==> config.mk <==
export PLATFORM = sky130hd
export DESIGN_NAME = bullet_controller
export DESIGN_NICKNAME = d
export VERILOG_FILES = /design/src/rtl/bullet_controller.sv
export SDC_FILE = /design/constraint.sdc
export NUM_CORES = 1
export LEC_CHECK = 0
export BUFFER_PORTS_ARGS = -buffer_cell sky130_fd_sc_hd__buf_2
export CORE_AREA = 2 2 153 140
export DETAILED_ROUTE_END_ITERATION = 7
export DIE_AREA = 0 0 155 142
export PLACE_DENSITY = 0.71
export SYNTH_ARGS = -nofsm -noshare
export SYNTH_HDL_FRONTEND = slang
export SYNTH_SLANG_ARGS = --single-unit
==> constraint.sdc <==
create_clock -name Clk -period 5.4 [get_ports Clk]
set_clock_uncertainty 0.15 [all_clocks]
set_input_delay 0.27 -clock Clk [delete_from_list [all_inputs] [get_ports Clk]]
set_output_delay 0.27 -clock Clk [all_outputs]
set_load 0.05 [all_outputs]
==> src/rtl/bullet_controller.sv <==
// Per-player projectile engine: spawns at the barrel, advances once per frame tick,
// and resolves edge/enemy/wall collisions. Optional wall bounce via `BULLET_BOUNCE_EN.
module bullet_controller #(
  parameter int SPEED         = 4,
  parameter int IMPACT_FRAMES = 8,
  parameter int BULLET_SIZE   = 8,
  parameter int TANK_SIZE     = 32,
  parameter int WALL_H_W      = 64,
  parameter int WALL_H_H      = 32,
  parameter int WALL_V_W      = 32,
  parameter int WALL_V_H      = 64
) (
  input  logic       Clk,
  input  logic       Reset,
  input  logic       frame_clk,
  input  logic       fire,
  input  logic [2:0] tank_dir,
  input  logic [9:0] tankX,
  input  logic [9:0] tankY,
  input  logic [9:0] enemyX,
  input  logic [9:0] enemyY,
  input  logic [9:0] wallX1,
  input  logic [9:0] wallY1,
  input  logic [9:0] wallX2,
  input  logic [9:0] wallY2,
  input  logic [9:0] wallX3,
  input  logic [9:0] wallY3,
  input  logic [9:0] wallX4,
  input  logic [9:0] wallY4,
  input  logic [9:0] DrawX,
  input  logic [9:0] DrawY,
  output logic [9:0] bulletX,
  output logic [9:0] bulletY,
  output logic [1:0] hit,
  output logic       is_bullet,
  output logic       hit_enemy,
  output logic [3:0] hit_count
);

  localparam logic [10:0] SPD      = 11'(SPEED);
  localparam logic [10:0] BSZ      = 11'(BULLET_SIZE);
  localparam logic [10:0] TSZ      = 11'(TANK_SIZE);
  localparam logic [10:0] BARREL   = 11'((TANK_SIZE - BULLET_SIZE) / 2);
  localparam logic [10:0] MAX_X    = 11'(639 - BULLET_SIZE);
  localparam logic [10:0] MAX_Y    = 11'(479 - BULLET_SIZE);
  localparam logic [10:0] SCREEN_X = 11'd639;
  localparam logic [10:0] SCREEN_Y = 11'd479;
  localparam logic [10:0] HW       = 11'(WALL_H_W);
  localparam logic [10:0] HH       = 11'(WALL_H_H);
  localparam logic [10:0] VW       = 11'(WALL_V_W);
  localparam logic [10:0] VH       = 11'(WALL_V_H);
  localparam logic [3:0]  LAST_FRAME = 4'(IMPACT_FRAMES - 1);

  typedef enum logic [1:0] {
    S_IDLE   = 2'b00,
    S_FLYING = 2'b01,
    S_IMPACT = 2'b10
  } state_e;

  typedef enum logic [2:0] {
    DIR_UP    = 3'b001,
    DIR_RIGHT = 3'b010,
    DIR_LEFT  = 3'b011,
    DIR_DOWN  = 3'b100
  } dir_e;

  function automatic logic overlap(input logic [10:0] ax, input logic [10:0] ay,
                                   input logic [10:0] aw, input logic [10:0] ah,
                                   input logic [10:0] bx, input logic [10:0] by,
                                   input logic [10:0] bw, input logic [10:0] bh);
    return (ax < bx + bw) && (bx < ax + aw) && (ay < by + bh) && (by < ay + ah);
  endfunction

  // Frame-tick synchroniser and fire edge detect
  logic f_sync1, f_sync2, f_dly, tick;
  logic fire_q1, fire_q2;
  logic fire_edge;

  assign fire_edge = fire_q1 & ~fire_q2;

  // NOTE: sequential state uses non-blocking assignments so every flop samples
  // the pre-edge values of its neighbours, independent of statement order.
  always_ff @(posedge Clk) begin
    if (Reset) begin
      f_sync1 <= 1'b0;
      f_sync2 <= 1'b0;
      f_dly   <= 1'b0;
      tick    <= 1'b0;
      fire_q1 <= 1'b0;
      fire_q2 <= 1'b0;
    end else begin
      f_sync1 <= frame_clk;
      f_sync2 <= f_sync1;
      f_dly   <= f_sync2;
      tick    <= f_sync2 & ~f_dly;
      fire_q1 <= fire;
      fire_q2 <= fire_q1;
    end
  end

  state_e     state_q, state_d;
  dir_e       dir_q, dir_d;
  logic [9:0] x_q, x_d, y_q, y_d;
  logic [3:0] cnt_q, cnt_d;
  logic [3:0] hits_q, hits_d;
  logic       hit_enemy_q, hit_enemy_d;
  logic       fire_pend_q, fire_pend_d;
`ifdef BULLET_BOUNCE_EN
  logic       bounced_q, bounced_d;
`endif

  // Spawn point at the barrel for the current facing
  logic [10:0] tx, ty, spawn_x, spawn_y;
  logic        spawn_ok;
  dir_e        spawn_dir;

  assign tx = {1'b0, tankX};
  assign ty = {1'b0, tankY};

  // NOTE: every combinational output gets a default first so no path can
  // leave a variable unassigned and infer a latch.
  always_comb begin
    spawn_x   = tx;
    spawn_y   = ty;
    spawn_ok  = 1'b1;
    spawn_dir = DIR_UP;
    case (tank_dir)
      3'b001: begin
        spawn_dir = DIR_UP;
        spawn_x   = tx + BARREL;
        spawn_ok  = (ty >= BSZ);
        spawn_y   = ty - BSZ;
      end
      3'b100: begin
        spawn_dir = DIR_DOWN;
        spawn_x   = tx + BARREL;
        spawn_y   = ty + TSZ;
      end
      3'b010: begin
        spawn_dir = DIR_RIGHT;
        spawn_x   = tx + TSZ;
        spawn_y   = ty + BARREL;
      end
      3'b011: begin
        spawn_dir = DIR_LEFT;
        spawn_ok  = (tx >= BSZ);
        spawn_x   = tx - BSZ;
        spawn_y   = ty + BARREL;
      end
      default: spawn_ok = 1'b0;
    endcase
    if (spawn_x > SCREEN_X || spawn_y > SCREEN_Y) spawn_ok = 1'b0;
  end

  // Candidate next position and collision tests against it
  logic [10:0] nx, ny;
  logic        underflow, off_edge, enemy_hit, wall_hit;

  always_comb begin
    nx        = {1'b0, x_q};
    ny        = {1'b0, y_q};
    underflow = 1'b0;
    case (dir_q)
      DIR_UP: begin
        underflow = (ny < SPD);
        ny        = ny - SPD;
      end
      DIR_DOWN:  ny = ny + SPD;
      DIR_RIGHT: nx = nx + SPD;
      DIR_LEFT: begin
        underflow = (nx < SPD);
        nx        = nx - SPD;
      end
      default: underflow = 1'b1;
    endcase
    off_edge  = underflow || (nx > MAX_X) || (ny > MAX_Y);
    enemy_hit = overlap(nx, ny, BSZ, BSZ, {1'b0, enemyX}, {1'b0, enemyY}, TSZ, TSZ);
    wall_hit  = overlap(nx, ny, BSZ, BSZ, {1'b0, wallX1}, {1'b0, wallY1}, HW, HH)
              | overlap(nx, ny, BSZ, BSZ, {1'b0, wallX2}, {1'b0, wallY2}, VW, VH)
              | overlap(nx, ny, BSZ, BSZ, {1'b0, wallX3}, {1'b0, wallY3}, HW, HH)
              | overlap(nx, ny, BSZ, BSZ, {1'b0, wallX4}, {1'b0, wallY4}, VW, VH);
  end

  always_comb begin
    state_d     = state_q;
    dir_d       = dir_q;
    x_d         = x_q;
    y_d         = y_q;
    cnt_d       = cnt_q;
    hits_d      = hits_q;
    hit_enemy_d = 1'b0;
`ifdef BULLET_BOUNCE_EN
    bounced_d   = bounced_q;
`endif
    // Shots never queue: the request only survives while idle
    if (state_q != S_IDLE) fire_pend_d = 1'b0;
    else if (fire_edge)    fire_pend_d = 1'b1;
    else if (tick)         fire_pend_d = 1'b0;
    else                   fire_pend_d = fire_pend_q;

    case (state_q)
      S_IDLE: begin
        if (tick && fire_pend_q && spawn_ok) begin
          state_d = S_FLYING;
          dir_d   = spawn_dir;
          x_d     = spawn_x[9:0];
          y_d     = spawn_y[9:0];
`ifdef BULLET_BOUNCE_EN
          bounced_d = 1'b0;
`endif
        end
      end
      S_FLYING: begin
        if (tick) begin
          if (off_edge) begin
            state_d = S_IDLE;
          end else begin
            x_d = nx[9:0];
            y_d = ny[9:0];
            if (enemy_hit) begin
              state_d     = S_IMPACT;
              cnt_d       = 4'd0;
              hit_enemy_d = 1'b1;
              hits_d      = (hits_q == 4'hF) ? hits_q : hits_q + 4'd1;
            end else if (wall_hit) begin
`ifdef BULLET_BOUNCE_EN
              if (!bounced_q) begin
                x_d       = x_q;
                y_d       = y_q;
                bounced_d = 1'b1;
                case (dir_q)
                  DIR_UP:    dir_d = DIR_DOWN;
                  DIR_DOWN:  dir_d = DIR_UP;
                  DIR_LEFT:  dir_d = DIR_RIGHT;
                  default:   dir_d = DIR_LEFT;
                endcase
              end else begin
                state_d = S_IMPACT;
                cnt_d   = 4'd0;
              end
`else
              state_d = S_IMPACT;
              cnt_d   = 4'd0;
`endif
            end
          end
        end
      end
      S_IMPACT: begin
        if (tick) begin
          if (cnt_q == LAST_FRAME) state_d = S_IDLE;
          else                     cnt_d   = cnt_q + 4'd1;
        end
      end
      default: state_d = S_IDLE;
    endcase
  end

  always_ff @(posedge Clk) begin
    if (Reset) begin
      state_q     <= S_IDLE;
      dir_q       <= DIR_UP;
      x_q         <= 10'd0;
      y_q         <= 10'd0;
      cnt_q       <= 4'd0;
      hits_q      <= 4'd0;
      hit_enemy_q <= 1'b0;
      fire_pend_q <= 1'b0;
`ifdef BULLET_BOUNCE_EN
      bounced_q   <= 1'b0;
`endif
    end else begin
      state_q     <= state_d;
      dir_q       <= dir_d;
      x_q         <= x_d;
      y_q         <= y_d;
      cnt_q       <= cnt_d;
      hits_q      <= hits_d;
      hit_enemy_q <= hit_enemy_d;
      fire_pend_q <= fire_pend_d;
`ifdef BULLET_BOUNCE_EN
      bounced_q   <= bounced_d;
`endif
    end
  end

  assign bulletX   = x_q;
  assign bulletY   = y_q;
  assign hit       = state_q;
  assign hit_enemy = hit_enemy_q;
  assign hit_count = hits_q;

  // Zero-latency pixel test so the colour mapper can address the sprite same cycle
  assign is_bullet = (state_q != S_IDLE)
                   && ({1'b0, DrawX} >= {1'b0, x_q}) && ({1'b0, DrawX} < {1'b0, x_q} + BSZ)
                   && ({1'b0, DrawY} >= {1'b0, y_q}) && ({1'b0, DrawY} < {1'b0, y_q} + BSZ);

endmodule

==> qor.json, run 1 <==
{
  "placed_design": {
    "port_buffers": 174,
    "placed_area_um2": 11100,
    "dpl_worst_slack_ns": 0.535,
    "numPlacedInstances": 1671,
    "finalWeightedCongestion": 0.898,
    "place_hpwl_um": 22700
  },
  "drt": {
    "drt-total-wl_um": 27300,
    "detail_route.vias_per_cell": 5.78,
    "dr.first_iter.drc_count": 770,
    "detail_route.first_pass.iterations": 5,
    "route.antenna.remaining_nets": 0,
    "number_of_remaining_drc_errors": 0,
    "post_drt_wl_per_cell_um": 16.3,
    "detailroute.via_count": 9712
  },
  "pwr": {
    "design_power_total_mw": 1.11,
    "lkg_pwr_nw": 5.42,
    "max-vdd-ir-drop_mv": 0.0998,
    "power_per_cell_area_nw_per_um2": 98.7
  },
  "clock_network": {
    "cts_hold_buffers": 0,
    "worst_skew_pair.late_latency_ns": 0.29,
    "cts_setup_buffers": 0,
    "clk_path_buf_depth": 2,
    "cts.reportedPaths.clkPinSlew_ns": 0.07,
    "tritoncts": "yes",
    "post_cts_gate_resize_count": 0,
    "tritoncts.num_buffers": 5,
    "cts.sinks": 41,
    "clock_tree_root_buffer_cell": "sky130_fd_sc_hd__clkbuf_16",
    "cts-htree-levels": 2
  },
  "timing": {
    "clock.fmax_mhz": 205,
    "final.hold.worst_slack_ns": 0.0470,
    "final-hold-violation-count": 0,
    "setup_viol": 0,
    "setup_tns_ns": 0,
    "rsz0062_at_grt": "no",
    "tightest_slew_ns": 0.806,
    "worst_slew_margin_relative_to_its_limit": 0.459,
    "timing.final.ws_setup_ns": 0.514,
    "timing.final.crit_share": 0.905,
    "period_needed_ns": 4.89,
    "drv_slew": 0
  },
  "floorplanning": {
    "die_area_um2": 22000,
    "fp.coreArea_um2": 20500,
    "rows": 50,
    "dieWidth_um": 155,
    "initial_core_util": 0.484,
    "floorplan.io_pins": 175,
    "fp.dieH_um": 142
  },
  "setup_path": {
    "cp.required_ns": 5.39,
    "arrival_ns": 4.88,
    "critPathKind": "reg2reg",
    "worst-path-max-fanout": 19,
    "critPathLaunchType": "register",
    "cp-end-kind": "register",
    "reg2reg_slack_ns": 0.51
  },
  "layout": {
    "areaGrowthSynthToFinish_pct": 13.6,
    "final_cell_area_excluding_filler_cells_um2": 11200,
    "fill_cells": 1965,
    "register_area_um2": 821,
    "post_route_cells_drive_above_1_share": 0.160,
    "nNetsFinal": 1836,
    "final_cells": 1679,
    "final_util": 0.550,
    "multiInputGateArea_um2": 8540
  },
  "synth": {
    "synth_fp_nets": 1673,
    "syn_inst": 1255,
    "synth.ff_latch_count": 41,
    "synth_cell_types": 92,
    "yosys_warnings": 0,
    "ys_async_sr_fraction": 0,
    "synth.largest_area_cell": "sky130_fd_sc_hd__ha_1",
    "postSynth.topFlopCell": "sky130_fd_sc_hd__dfxtp_1",
    "synth_commonest_cells": "271 x sky130_fd_sc_hd__ha_1, 106 x sky130_fd_sc_hd__inv_1, 81 x sky130_fd_sc_hd__nor2_1",
    "mappedNetlistArea_um2": 9900,
    "avgSynthCellArea_um2": 7.89,
    "yosys.area.top_type_share": 0.342,
    "synth_sequential_area_ratio": 0.0829,
    "biggest_area_contributors_in_the_synthesized_netlist": "sky130_fd_sc_hd__ha_1 34%, sky130_fd_sc_hd__dfxtp_1 8.3%, sky130_fd_sc_hd__inv_1 4.0%, sky130_fd_sc_hd__a21oi_1 3.9%, sky130_fd_sc_hd__xnor2_1 3.9%",
    "synth-edff-count": 0,
    "synthMostInstantiatedCell": "sky130_fd_sc_hd__ha_1"
  },
  "grt": {
    "grt_start_max_net_pins": 41,
    "antenna_found_initial": 1,
    "grt-ovfl-total": 0,
    "first_global_vias": 9082,
    "grt_pass1_wl_um": 44600,
    "grt_util_all_layers": 0.245
  },
  "run": {
    "drv_cap": 0
  },
  "worst_hold_path": {
    "holdCritPathClass": "in2reg"
  },
  "run_status": {
    "run_status": "completed"
  }
}
[cell usage in the layout, fill, tap and decap left out, types with 4 or more instances in the layout]
master,instances
sky130_fd_sc_hd__nor3_1,27
sky130_fd_sc_hd__o21a_1,22
sky130_fd_sc_hd__o211ai_1,13
sky130_fd_sc_hd__a22oi_1,7
sky130_fd_sc_hd__or2_2,4
sky130_fd_sc_hd__buf_4,17
sky130_fd_sc_hd__a21o_1,31
sky130_fd_sc_hd__buf_2,174
sky130_fd_sc_hd__a21boi_0,6
sky130_fd_sc_hd__nand3_1,53
sky130_fd_sc_hd__o22ai_1,5
sky130_fd_sc_hd__nor2b_1,22
sky130_fd_sc_hd__nor4_1,9
sky130_fd_sc_hd__nand4b_1,4
sky130_fd_sc_hd__and3_1,13
sky130_fd_sc_hd__a31oi_1,15
sky130_fd_sc_hd__nand2_1,67
sky130_fd_sc_hd__a2111oi_0,8
sky130_fd_sc_hd__nor2_1,81
sky130_fd_sc_hd__xnor2_1,43
sky130_fd_sc_hd__nand2b_1,36
sky130_fd_sc_hd__o2111ai_1,8
sky130_fd_sc_hd__nand4_1,9
sky130_fd_sc_hd__nor3b_1,5
sky130_fd_sc_hd__a21oi_1,78
sky130_fd_sc_hd__a211o_1,7
sky130_fd_sc_hd__o31ai_1,6
sky130_fd_sc_hd__xor2_1,27
sky130_fd_sc_hd__dfxtp_1,41
sky130_fd_sc_hd__or3_1,10
sky130_fd_sc_hd__o221ai_1,4
sky130_fd_sc_hd__a311oi_1,4
sky130_fd_sc_hd__o21ai_0,56
sky130_fd_sc_hd__mux2i_1,12
sky130_fd_sc_hd__inv_1,106
sky130_fd_sc_hd__a211oi_1,25
sky130_fd_sc_hd__ha_1,271
sky130_fd_sc_hd__clkbuf_16,5
sky130_fd_sc_hd__o21bai_1,4
sky130_fd_sc_hd__and2_1,5
[power breakdown]
part,internal (mW),switching (mW)
clock,0.215,0.130
sequential,0.305,0.00180
combinational,0.204,0.255
total,0.723,0.386
[path summary, 6_finish.rpt]
kind	from	to	depth (start not counted)
setup / recovery	bulletX[3]$_SDFFE_PP0P_	cnt_q[1]$_SDFFE_PP0P_	18
hold / removal	frame_clk	f_sync1$_SDFF_PP0_	2
setup reg to reg	bulletX[3]$_SDFFE_PP0P_	cnt_q[1]$_SDFFE_PP0P_	18
hold reg to reg	f_dly$_SDFF_PP0_	tick$_SDFF_PP0_	1
[kinds of logic after synthesis]
kind of cell | after synthesis | synth area share
adder cells (fa/ha/maj) | 274 | 0.345
AND/OR/NAND/NOR | 371 | 0.197
flip-flops | 41 | 0.0829
buffers and inverters | 142 | 0.0566
XOR/XNOR | 73 | 0.0661
AO/OA/AOI/OAI | 341 | 0.238
multiplexers | 13 | 0.0133
[flip-flops by register name, summed over array words and instances (netlist names), 2 cells and up]
| name | count |
|---|---|
| cnt_q | 4 |
| bulletX | 10 |
| hit | 2 |
| hit_count | 4 |
| bulletY | 10 |
| dir_q | 3 |
[critical path, stage by stage (launching register included)]
cell                      delay, ns
sky130_fd_sc_hd__dfxtp_1       0.52
sky130_fd_sc_hd__inv_1         0.17
sky130_fd_sc_hd__ha_1          0.32
sky130_fd_sc_hd__xor2_1        0.14
sky130_fd_sc_hd__mux2_2        0.42
sky130_fd_sc_hd__inv_1         0.11
sky130_fd_sc_hd__a21oi_1       0.39
sky130_fd_sc_hd__nand2_1       0.12
sky130_fd_sc_hd__xor2_1        0.42
sky130_fd_sc_hd__ha_1          0.31
sky130_fd_sc_hd__o21ai_0       0.23
sky130_fd_sc_hd__nor2_1        0.08
sky130_fd_sc_hd__a211o_1       0.28
sky130_fd_sc_hd__maj3_1        0.36
sky130_fd_sc_hd__a21oi_1       0.16
sky130_fd_sc_hd__a32o_1        0.15
sky130_fd_sc_hd__a31oi_2       0.06
sky130_fd_sc_hd__a31oi_4       0.26
sky130_fd_sc_hd__nor3_1        0.08
[layer usage]
metal / part of all wire / GRT usage / vias to the layer above
met4: 0.015 / 0.0487 / 0
met2: 0.44 / 0.405 / 267
met1: 0.50 / 0.344 / 4471
met3: 0.049 / 0.0286 / 31
met5: 0 / 0 / -
li1: - / - / 4943
[final cells by class]
class                      instances  area share
tap                              260      0.0289
sequential                        41      0.0730
clock buffer                       5      0.0111
multi-input combinational       1072       0.759
timing repair buffer             191      0.0888
inverter                         107      0.0357
antenna                            1    0.000222
clock inverter                     2     0.00311
Note: power is estimated with default switching activity, not from simulation.
==> run 2: changes to the inputs <==
--- a/config.mk
+++ b/config.mk
@@ -6,10 +6,10 @@
 export NUM_CORES = 1
 export LEC_CHECK = 0
 export BUFFER_PORTS_ARGS = -buffer_cell sky130_fd_sc_hd__buf_2
-export CORE_AREA = 2 2 153 140
+export CORE_AREA = 2 2 163 149
 export DETAILED_ROUTE_END_ITERATION = 7
-export DIE_AREA = 0 0 155 142
-export PLACE_DENSITY = 0.71
+export DIE_AREA = 0 0 165 151
+export MAX_ROUTING_LAYER = met4
 export SYNTH_ARGS = -nofsm -noshare
 export SYNTH_HDL_FRONTEND = slang
 export SYNTH_SLANG_ARGS = --single-unit
==> run 2 against run 1 <==
Power shrank 4.1%. Final cell count grew 2.6%. Sequential power is essentially flat. Maximum frequency is essentially flat. Final area grew 0.20%. Routed wire length grew 2.6%. Global-route usage shrank 1.4 points. Clock power shrank 12%.
==> qor.json, run 2 (synthesis results as in run 1) <==
{
  "grt": {
    "grt_start_max_net_pins": {"value": 41, "change": "unchanged"},
    "grt_util_all_layers": {"value": 0.231, "change": "-0.0138"},
    "met1_use_gr": {"value": 0.325, "change": "-0.0192"},
    "gr-max-usage-layer": "met2",
    "antenna_found_initial": {"value": 2, "change": "+1"},
    "grt_pass1_wl": {"value": 45500, "unit": "um", "change": "+1.9%"},
    "first_global_vias": {"value": 8893, "change": "-2.1%"},
    "use_met3": {"value": 0.0186, "change": "-0.0100"},
    "met2_usage": {"value": 0.369, "change": "-0.0360"},
    "grt-ovfl-total": {"value": 0, "change": "unchanged"}
  },
  "setup_path": {
    "reg2reg_slack": {"value": 0.51, "unit": "ns", "change": "about the same"},
    "arrival": {"value": 4.89, "unit": "ns", "change": "about the same"},
    "worst-path-max-fanout": {"value": 10, "change": "-9"},
    "critPathKind": "reg2reg",
    "worstReg2RegEnd": "hit_count[2]$_SDFFE_PP0P_",
    "crit-reg2reg-launch": "bulletX[3]$_SDFFE_PP0P_",
    "cp-end-kind": "register",
    "worstRegToRegCells": {"value": 17, "change": "-1"},
    "cp.required": {"value": 5.40, "unit": "ns", "change": "about the same"},
    "critPathLaunchType": "register"
  },
  "clock_network": {
    "cts-htree-levels": {"value": 2, "change": "unchanged"},
    "worst_skew_pair.late_latency": {"value": 0.29, "unit": "ns", "change": "about the same"},
    "post_cts_gate_resize_count": {"value": 0, "change": "unchanged"},
    "clk_path_buf_depth": {"value": 2, "change": "unchanged"},
    "tritoncts": "yes",
    "cts_hold_buffers": {"value": 0, "change": "unchanged"},
    "cts_setup_buffers": {"value": 0, "change": "unchanged"},
    "clock_tree_root_buffer_cell": "sky130_fd_sc_hd__clkbuf_16",
    "cts.reportedPaths.clkPinSlew": {"value": 0.06, "unit": "ns", "change": "about the same"},
    "tritoncts.num_buffers": {"value": 5, "change": "unchanged"},
    "cts.sinks": {"value": 41, "change": "unchanged"}
  },
  "placed_design": {
    "place_hpwl": {"value": 23400, "unit": "um", "change": "+3.3%"},
    "dpl_worst_slack": {"value": 0.517, "unit": "ns", "change": "-0.0179 ns"},
    "finalWeightedCongestion": {"value": 0.884, "change": "-1.6%"},
    "numPlacedInstances": {"value": 1712, "change": "+2.5%"},
    "port_buffers": {"value": 174, "change": "unchanged"}
  },
  "floorplanning": {
    "rows": {"value": 53, "change": "+6.0%"},
    "dieWidth": {"value": 165, "unit": "um", "change": "+6.5%"},
    "floorplan.io_pins": {"value": 175, "change": "unchanged"},
    "fp.coreArea": {"value": 23100, "unit": "um^2", "change": "+13%"},
    "initial_core_util": {"value": 0.428, "change": "-0.0562"},
    "die_area": {"value": 24900, "unit": "um^2", "change": "+13%"},
    "fp.dieH": {"value": 151, "unit": "um", "change": "+6.3%"}
  },
  "drt": {
    "detail_route.vias_per_cell": {"value": 5.57, "change": "-3.7%"},
    "drt-total-wl": {"value": 28000, "unit": "um", "change": "+2.6%"},
    "dr.first_iter.drc_count": {"value": 572, "change": "-26%"},
    "detail_route.first_pass.iterations": {"value": 6, "change": "+1"},
    "number_of_remaining_drc_errors": {"value": 0, "change": "unchanged"},
    "post_drt_wl_per_cell": {"value": 16.3, "unit": "um", "change": "about the same"},
    "detailroute.via_count": {"value": 9591, "change": "-1.2%"},
    "route.antenna.remaining_nets": {"value": 0, "change": "unchanged"}
  },
  "pwr": {
    "max-vdd-ir-drop": {"value": 0.129, "unit": "mV", "change": "+29%"},
    "power_per_cell_area": {"value": 94.4, "unit": "nW/um^2", "change": "-4.3%"},
    "lkg_pwr": {"value": 5.40, "unit": "nW", "change": "-0.39%"}
  },
  "timing": {
    "tightest_slew": {"value": 1.03, "unit": "ns", "change": "+0.225 ns"},
    "setup_tns": {"value": 0, "unit": "ns", "change": "unchanged"},
    "clock.fmax": {"value": 205, "unit": "MHz", "change": "about the same"},
    "period_needed": {"value": 4.89, "unit": "ns", "change": "+0.00370 ns"},
    "worst_slew_margin_relative_to_its_limit": {"value": 0.308, "change": "-0.151"},
    "timing.final.ws_setup": {"value": 0.511, "unit": "ns", "change": "-0.00370 ns"},
    "rsz0062_at_grt": "no",
    "setup_viol": {"value": 0, "change": "unchanged"},
    "final-hold-violation-count": {"value": 0, "change": "unchanged"},
    "timing.final.crit_share": {"value": 0.905, "change": "about the same"},
    "drv_slew": {"value": 0, "change": "unchanged"}
  },
  "worst_hold_path": {
    "holdCritStartpoint": "frame_clk",
    "holdCritPathClass": "in2reg",
    "worst_case_hold_path_end_point": "f_sync1$_SDFF_PP0_",
    "min_delay_path_depth": {"value": 2, "change": "unchanged"}
  },
  "layout": {
    "nNetsFinal": {"value": 1835, "change": "-0.054%"},
    "post_route_cells_drive_above_1_share": {"value": 0.159, "change": "-0.000705"},
    "final_common_cell": "sky130_fd_sc_hd__ha_1",
    "fill_cells": {"value": 2319, "change": "+18%"},
    "layout.cells.most_common_list": "271 x sky130_fd_sc_hd__ha_1, 174 x sky130_fd_sc_hd__buf_2, 106 x sky130_fd_sc_hd__inv_1",
    "final_cells": {"value": 1722, "change": "+2.6%"},
    "areaGrowthSynthToFinish_pct": 13.8,
    "final_util": {"value": 0.487, "change": "-0.0628"}
  },
  "run": {
    "drv_cap": {"value": 0, "change": "unchanged"}
  },
  "run_status": {
    "run_status": "completed"
  }
}
-- run 2: worst max-delay path, cell delays in order (launching register included) --
cell,delay [ns]
sky130_fd_sc_hd__dfxtp_1,0.54
sky130_fd_sc_hd__inv_1,0.16
sky130_fd_sc_hd__ha_1,0.25
sky130_fd_sc_hd__a21boi_0,0.52
sky130_fd_sc_hd__o32a_1,0.25
sky130_fd_sc_hd__o311ai_2,0.27
sky130_fd_sc_hd__xnor2_1,0.52
sky130_fd_sc_hd__ha_1,0.34
sky130_fd_sc_hd__nand2_1,0.07
sky130_fd_sc_hd__o41ai_1,0.07
sky130_fd_sc_hd__nor4_1,0.19
sky130_fd_sc_hd__a21oi_1,0.10
sky130_fd_sc_hd__a31o_2,0.25
sky130_fd_sc_hd__o21ai_0,0.24
sky130_fd_sc_hd__and4_1,0.42
sky130_fd_sc_hd__nand3_1,0.14
sky130_fd_sc_hd__xnor2_1,0.13
sky130_fd_sc_hd__nor2b_1,0.12
-- run 2: through the flow --
step	hold slack [ns]	area [um^2]	total power, mW
floorplan	0.199	9900	0.597
finish	0.0445	11300	1.06
global placement	0.230	11100	0.758
global route	0.0454	11300	1.15
CTS	0.0434	11300	1.07
detailed placement	0.231	11100	0.765
-- run 2: worst max-delay path by stage --
stage                                  from                         to  slack, ns  depth (start not counted)
CTS                 bulletX[3]$_SDFFE_PP0P_      cnt_q[2]$_SDFFE_PP0P_       0.50                         18
finish              bulletX[3]$_SDFFE_PP0P_  hit_count[2]$_SDFFE_PP0P_       0.51                         17
global placement      dir_q[0]$_SDFFE_PP1P_  hit_count[2]$_SDFFE_PP0P_       0.58                         16
floorplan           bulletY[3]$_SDFFE_PP0P_        hit[1]$_SDFFE_PP0P_       0.60                         20
global route        bulletX[3]$_SDFFE_PP0P_      cnt_q[0]$_SDFFE_PP0P_       0.04                         18
detailed placement  bulletX[3]$_SDFFE_PP0P_      cnt_q[2]$_SDFFE_PP0P_       0.52                         18
-- run 2: report_power, final --
group	switching, mW	leakage [nW]	internal, mW	total, mW
logic	0.252	5.00	0.203	0.455
registers	0.00177	0.331	0.305	0.307
clock network	0.133	0.0696	0.170	0.302
-- run 2: final cells by class --
| class | count | area [um^2] | area share |
|---|---|---|---|
| Timing Repair Buffer | 190 | 991 | 0.0879 |
| Inverter | 107 | 402 | 0.0356 |
| Clock inverter | 3 | 17.5 | 0.00155 |
| Clock buffer | 5 | 125 | 0.0111 |
| Multi-Input combinational cell | 1072 | 8530 | 0.757 |
| Tap cell | 302 | 378 | 0.0335 |
| Antenna cell | 2 | 5.00 | 0.000444 |
| Sequential cell | 41 | 821 | 0.0728 |
-- run 2: metal layers --
metal  share of wire  vias to the layer above
li1                -                     4948
met1            0.51                     4352
met2            0.43                      263
met3           0.043                       28
met4           0.013                        0
met5               0                        -
